## src/rtl/seg7_scan_driver.sv

```systemverilog
// Multiplexed 7-segment scan driver with shadow/active display buffers.
// Optional leading-zero suppression compiled in with SEG7_LZ_SUPPRESS_EN.
module seg7_scan_driver #(
    parameter int DIGITS   = 8,
    parameter int TICK_DIV = 100000
) (
    input  logic                  clk,
    input  logic                  rst_n,
    input  logic [4*DIGITS-1:0]   val_i,
    input  logic [DIGITS-1:0]     dp_i,
    input  logic [DIGITS-1:0]     blank_i,
    input  logic                  load_i,
    output logic                  pending_o,
    output logic                  frame_o,
    output logic [6:0]            seg_o,
    output logic                  dp_o,
    output logic [DIGITS-1:0]     an_o
);

    localparam int PW = (TICK_DIV > 1) ? $clog2(TICK_DIV) : 1;
    localparam int IW = (DIGITS > 1) ? $clog2(DIGITS) : 1;
    localparam logic [PW-1:0] PLAST = PW'(TICK_DIV - 1);
    localparam logic [IW-1:0] ILAST = IW'(DIGITS - 1);

    logic [PW-1:0]         presc;
    logic [IW-1:0]         idx;
    logic                  tick;
    logic                  wrap;

    logic [4*DIGITS-1:0]   sh_val;
    logic [DIGITS-1:0]     sh_dp;
    logic [DIGITS-1:0]     sh_blank;
    logic [4*DIGITS-1:0]   act_val;
    logic [DIGITS-1:0]     act_dp;
    logic [DIGITS-1:0]     act_blank;

    logic [DIGITS-1:0]     supp;
    logic [DIGITS-1:0]     dark;
    logic [3:0]            nib;

    function automatic logic [6:0] glyph(input logic [3:0] n);
        logic [6:0] g;
        case (n)
            4'h0: g = 7'h40;
            4'h1: g = 7'h79;
            4'h2: g = 7'h24;
            4'h3: g = 7'h30;
            4'h4: g = 7'h19;
            4'h5: g = 7'h12;
            4'h6: g = 7'h02;
            4'h7: g = 7'h78;
            4'h8: g = 7'h00;
            4'h9: g = 7'h10;
            4'hA: g = 7'h08;
            4'hB: g = 7'h03;
            4'hC: g = 7'h46;
            4'hD: g = 7'h21;
            4'hE: g = 7'h06;
            default: g = 7'h0E;
        endcase
        return g;
    endfunction

    assign tick    = (presc == PLAST);
    assign wrap    = tick && (idx == ILAST);
    assign frame_o = wrap;

    // Prescaler and digit index; index steps once per tick.
    always_ff @(posedge clk or negedge rst_n) begin
        if (!rst_n) begin
            presc <= '0;
            idx   <= '0;
        end else begin
            presc <= tick ? '0 : presc + 1'b1;
            if (tick)
                idx <= (idx == ILAST) ? '0 : idx + 1'b1;
        end
    end

    // Shadow capture and frame-aligned commit to the active buffer.
    always_ff @(posedge clk or negedge rst_n) begin
        if (!rst_n) begin
            sh_val    <= '0;
            sh_dp     <= '0;
            sh_blank  <= '1;
            act_val   <= '0;
            act_dp    <= '0;
            act_blank <= '1;
            pending_o <= 1'b0;
        end else begin
            if (wrap && pending_o) begin
                act_val   <= sh_val;
                act_dp    <= sh_dp;
                act_blank <= sh_blank;
                pending_o <= 1'b0;
            end
            if (load_i) begin
                sh_val    <= val_i;
                sh_dp     <= dp_i;
                sh_blank  <= blank_i;
                pending_o <= 1'b1;
            end
        end
    end

`ifdef SEG7_LZ_SUPPRESS_EN
    // Dark every digit above the most significant nonzero one; digit 0 stays lit.
    always_comb begin
        logic zero_above;
        zero_above = 1'b1;
        supp       = '0;
        for (int k = DIGITS - 1; k >= 1; k--) begin
            if (act_val[4*k +: 4] != 4'h0)
                zero_above = 1'b0;
            supp[k] = zero_above;
        end
    end
`else
    assign supp = '0;
`endif

    assign dark = act_blank | supp;
    assign nib  = act_val[{idx, 2'b00} +: 4];

    // Registered segment/anode drive for the digit at the current index.
    always_ff @(posedge clk or negedge rst_n) begin
        if (!rst_n) begin
            seg_o <= 7'h7F;
            dp_o  <= 1'b1;
            an_o  <= '1;
        end else if (dark[idx]) begin
            seg_o <= 7'h7F;
            dp_o  <= 1'b1;
            an_o  <= '1;
        end else begin
            seg_o <= glyph(nib);
            dp_o  <= ~act_dp[idx];
            an_o  <= ~(DIGITS'(1) << idx);
        end
    end

endmodule

```

## config.mk

```make
export PLATFORM = sky130hd
export DESIGN_NAME = seg7_scan_driver
export DESIGN_NICKNAME = d
export VERILOG_FILES = /design/src/rtl/seg7_scan_driver.sv
export SDC_FILE = /design/constraint.sdc
export NUM_CORES = 1
export LEC_CHECK = 0
export ABC_AREA = 1
export CORE_MARGIN = 2
export CORE_UTILIZATION = 35
export DETAILED_ROUTE_END_ITERATION = 12
export PLACE_DENSITY = 0.51
export SYNTH_ARGS = -nofsm -noshare
export SYNTH_HDL_FRONTEND = slang
export SYNTH_SLANG_ARGS = --single-unit
```

## constraint.sdc

```tcl
create_clock -name clk -period 5.44 [get_ports clk]
set_clock_uncertainty 0.2 [all_clocks]
set_input_delay 1.088 -clock clk [delete_from_list [all_inputs] [get_ports clk]]
set_output_delay 1.088 -clock clk [all_outputs]
set_load 0.05 [all_outputs]
```

# == After elaboration in Yosys (flattened, before gate mapping) ==
# Memories as Yosys holds them, arrays and structs flattened.
# Index checks and enable logic that the tools add are counted.
# Widths: inputs -> output; s select.
# word_totals
mem_bits_ro,112
output_inout_bits,18
wordCells,36
input_bits,51
register_bits,133
ram_bits,0
latchBits,0
n_memories,1
# classes
n_div,0
n_eq_ne,2
order_cmp,1
bitwise,2
n_mux,11
add_sub_neg,2
n_mul,0
reduce_logical,3
shift,2
# mem_list
memory,depth,word_bits,read_ports,rd_ports_with_merged_regs,write_ports,line,rtl
(name not given),16,7,1,0,0,43,case (n)
# ops
op,count
$shiftx 32x6->4,1
$add 17x1->17 const B,1
$eq 17x17->1 const B,1
$mux 17,1
$mux 8,1
$not 8->8,1
$shl 1x3->8 const A,1
$mux 7,1
$bmux 1 s3,2
$mux 1,5
$lt 3x4->1 const B,1
$add 3x1->3 const B,1
$eq 3x3->1 const B,1
$mux 3,1
$logic_and 1x1->1,2
$reduce_bool 2->1,1
$not 1->1,1

# == Logic depth before layout (Yosys ltp) ==
# depth
depth_word,5
mapped_depth,14
mapped_depth_nobuf,12

# == Worst setup path after synthesis ==
# Ideal clock, no wire load.
# synth_timing
path_type,register to output
from,register presc[0]
to,output frame_o
path_buffers,0
required_ns,4.152
setup_slack_ns,2.878
arrival_ns,1.274
stages_incl_launch_ff,6
path_cell_list,dfrtp_1 > ha_1 > nand2_1 > nor3_1 > nand2_2 > nor2_4
# synth_between
elab_chain_len,2
# synth_rtl
element,line,rtl
"start, declared",25,logic [PW-1:0] presc;
"start signal, assigned",74,presc <= tick ? '0 : presc + 1'b1;
$eq 17x17->1,64,assign tick = (presc == PLAST);
$logic_and 1x1->1,65,assign wrap = tick && (idx == ILAST);
"end, declared",14,"output logic frame_o,"
# Every way passes these cells.

# == Worst setup path in the final report ==
# layout_timing
from,register idx[0]
to,output frame_o
# layout_between
elab_chain_len,2
# layout_rtl
element,line,rtl
"start, declared",26,logic [IW-1:0] idx;
"start signal, assigned",76,idx <= (idx == ILAST) ? '0 : idx + 1'b1;
$eq 3x3->1,65,
$logic_and 1x1->1,65,
# Every way passes these cells.

==> summary.txt <==
Run status
  • Status: complete, no violations

Job
  • Max cap viols: 0

Pwr
  • Leakage: around 0.0034 uW
  • Pwr/cell area: approximately 300 nW/um^2
  • Power, Total: around 2200 uW
  • VDD IR max: approximately 0.23 mV

Die
  • Die X: 134.7 um
  • Die Ht: about 130 um
  • Die ar.: between 15,000 and 20,000 um^2
  • Initial Util: between 30% and 40%
  • Ports: 69
  • Rows: 47
  • Core area: 16,640 um^2

Finish
  • Final Net Count: a little over 800
  • N_diodes: 0
  • Fill count: 1,636
  • Design area: 7353 um^2
  • Share of post-route cells with drive strength above 1: around a tenth
  • Sequential Area: roughly 3400 um^2
  • Finished Layout Cells: approximately 1,000
  • Synthesis-to-layout area growth: 23.05%
  • Area occupied by multi-input gates: 2037 um^2

Synth
  • Synth Warn #: 0
  • Sequential share of the synthesized area: between 50 and 60%
  • Synth top area share: between 40% and 50%
  • Area leader, netlist: dfrtp_1
  • Synthesized cell area: approximately 6000 um^2
  • Syn Nets: between 700 and 800
  • Netlist cell types: 29
  • Largest cells by area after synthesis: dfrtp_1, dfstp_2, nand2_1, inv_1, o21ai_0
  • Seq cells post-synth: 133
  • Syn Inst Count: between 700 and 800
  • Avg Cell Area, Syn: approximately 8.5 um^2

Global routing
  • Total track usage: approximately 15%
  • First-pass GRT wire length: 21,870 um
  • Vias in the first global route: 4,514
  • Largest net degree at the start of global routing: just under 100
  • Initial antenna violation count: 0
  • Gr ovfl total: 0

CTS
  • Postcts setup bufs: 0
  • Clk_lat worst skew: 0.42 ns
  • Clock Pin Slew Worst Setup and Hold Paths: roughly 0.050 ns
  • # resized after CTS: 0
  • CTS tree: done
  • Num CTS Buffers: 17
  • Clock Path Buffers: 2
  • Deepest level of the CTS H-tree: 4
  • Clk sinks: roughly 130
  • CTS Root Buffer Type: clkbuf_16
  • Hold-fix buffer count after cts: 0

Setup path
  • Kind of cell adding the most delay to the critical path: flip-flops
  • R2R Path Start: idx[0]$_DFFE_PN0N_
  • Worst-path fanout max: 30
  • CP Capture Type: output pin
  • Slowest library cell on the worst path: dfrtp_1
  • CP Data Required Time: between 4 and 5 ns
  • Setup crit start kind: register
  • CP Class: register to output pin
  • Reg-to-reg setup timing slack: between 2 and 2.5 ns
  • CP Buf/Inv Count: 2
  • Critical path arrival: slightly below 3 ns
  • Worst reg2reg endpoint: seg_o[6]$_DFF_PN1_
  • Worst-path cell chain: ha_1, ha_1, inv_1, nor2_4, clkdlybuf4s50_1
  • Reg2Reg Depth: 12
  • CP peak stage delay: roughly 0.92 ns
  • Most frequent CP cell: ha_1

Detailed routing
  • DRC viols: 0
  • Vias per cell: around 4.4
  • Avg WL per Cell: 12.49 um
  • Detailed Routing Iterations Pass 1: 4
  • Drt total wl: about 12,000 um
  • Drt initial violations: about 310
  • Final ANT Viol Nets: 0
  • Vias: about 4,400

Min path
  • Hold path cells: 1
  • Worst hold path type: register to register
  • Hold Path Origin: presc[0]$_DFF_PN0_
  • Hold EP: presc[0]$_DFF_PN0_

Timing
  • Final Cycle Share: about 77%
  • TNS Setup: 0 ns
  • Relative slew slack: 38.64%
  • Min Tclk post-route: 4.194 ns
  • Fin. max-slew vios: 0
  • Fin worst setup slack: approximately 1.2 ns
  • Final hold violations: 0
  • Worst Tran Pin Value: 0.9204 ns
  • Fmax: approximately 240 MHz
  • RSZ-0062 raised after global routing: no
  • Final setup viols: 0

Placement
  • Worst slack, placed: 1.660 ns
  • Port buffer count: 68
  • Final GP Congestion: roughly 0.80
  • Placed cell count: between 900 and 1,000
  • DPL Wire Length: 8471 um
  • Placed Area: 6782 um^2
==> sequential cells by signal, indices dropped and copies added (netlist names) <==
register   flops
act_blank      8
an_o           8
seg_o          7
presc         17
pending_o      1
dp_o           1
sh_blank       8
idx            3
act_val       32
sh_dp          8
sh_val        32
act_dp         8
==> power breakdown <==
| part | internal [uW] | switching (uW) | leakage, uW | total (uW) |
|---|---|---|---|---|
| Combinational | 46.5 | 61.1 | 0.00149 | 108 |
| Clock | 664 | 432 | 0.000271 | 1100 |
| Sequential | 1030 | 7.77 | 0.00165 | 1030 |
==> per-stage QoR <==
stage	utilization (%)	hold slack, ns
6_report	44.18	0.2582
5_1_grt	44.18	0.2889
4_1_cts	44.18	0.2639
3_5_place_dp	40.75	0.2564
3_3_place_gp	40.75	0.2461
2_1_floorplan	-	0.2329
==> placed cells by master (no fill, tap or decap), types with 2 or more instances in the layout <==
cell / count
dfrtp_1: 101
nand2_2: 2
nor4_1: 2
clkbuf_16: 17
o21ai_0: 67
xor2_1: 8
clkinv_4: 2
dfstp_2: 32
nor2_1: 31
clkbuf_8: 3
buf_4: 4
inv_1: 105
o21ai_1: 42
nand4_1: 6
o22ai_1: 2
nand2_1: 195
nand3_1: 50
a21oi_1: 5
clkdlybuf4s50_1: 66
clkinv_2: 3
nor2_2: 2
clkinvlp_4: 4
inv_2: 2
ha_1: 12
==> how the worst max path moves through the flow <==
stage / from / endpoint / depth (start not counted)
after floorplan: presc[0]$_DFF_PN0_ / frame_o / 5
after global placement: idx[0]$_DFFE_PN0N_ / frame_o / 5
after detailed placement: idx[0]$_DFFE_PN0N_ / frame_o / 5
after CTS: idx[0]$_DFFE_PN0N_ / frame_o / 5
after global routing: idx[0]$_DFFE_PN0N_ / frame_o / 5
final: idx[0]$_DFFE_PN0N_ / frame_o / 5
==> area by class of cell <==
type	instances	area share, %
clock inverters	11	1.378
inverters	108	5.513
repair buffers	71	9.461
multi-input cells	431	27.70
well taps	220	3.743
flip-flops and latches	133	45.81
clock buffers	21	6.398
==> cells in the mapped netlist <==
master / instances
nor2_1: 31
ha_1: 12
nor2_4: 1
clkinv_1: 1
xnor2_1: 1
buf_6: 5
nor2_2: 2
a21oi_1: 5
buf_2: 9
nand2_2: 2
nor4_1: 2
o21bai_1: 1
buf_4: 2
nand4_1: 6
nand3_2: 1
inv_2: 2
o21ai_0: 67
dfrtp_1: 101
clkbuf_1: 13
inv_1: 105
and2_1: 1
xor2_1: 8
o22ai_1: 2
nand3_1: 50
nor3_1: 1
o21ai_1: 42
dfstp_2: 32
nand2_4: 1
nand2_1: 195
==> cell families after synthesis <==
logic type,synth area share (%)
simple gates,20.37
buf+inv,9.548
flops,56.37
compound gates,9.883
fa+ha+maj,2.512
xor+xnor,1.319
==> layer usage <==
metal,wire (um),GRT usage (%),vias up
li1,-,-,2306
met4,233,5.965,0
met5,0,0,-
met2,5578,23.49,74
met1,6201,20.88,2015
met3,416,4.204,21
Note: power is estimated with default switching activity, not from simulation.
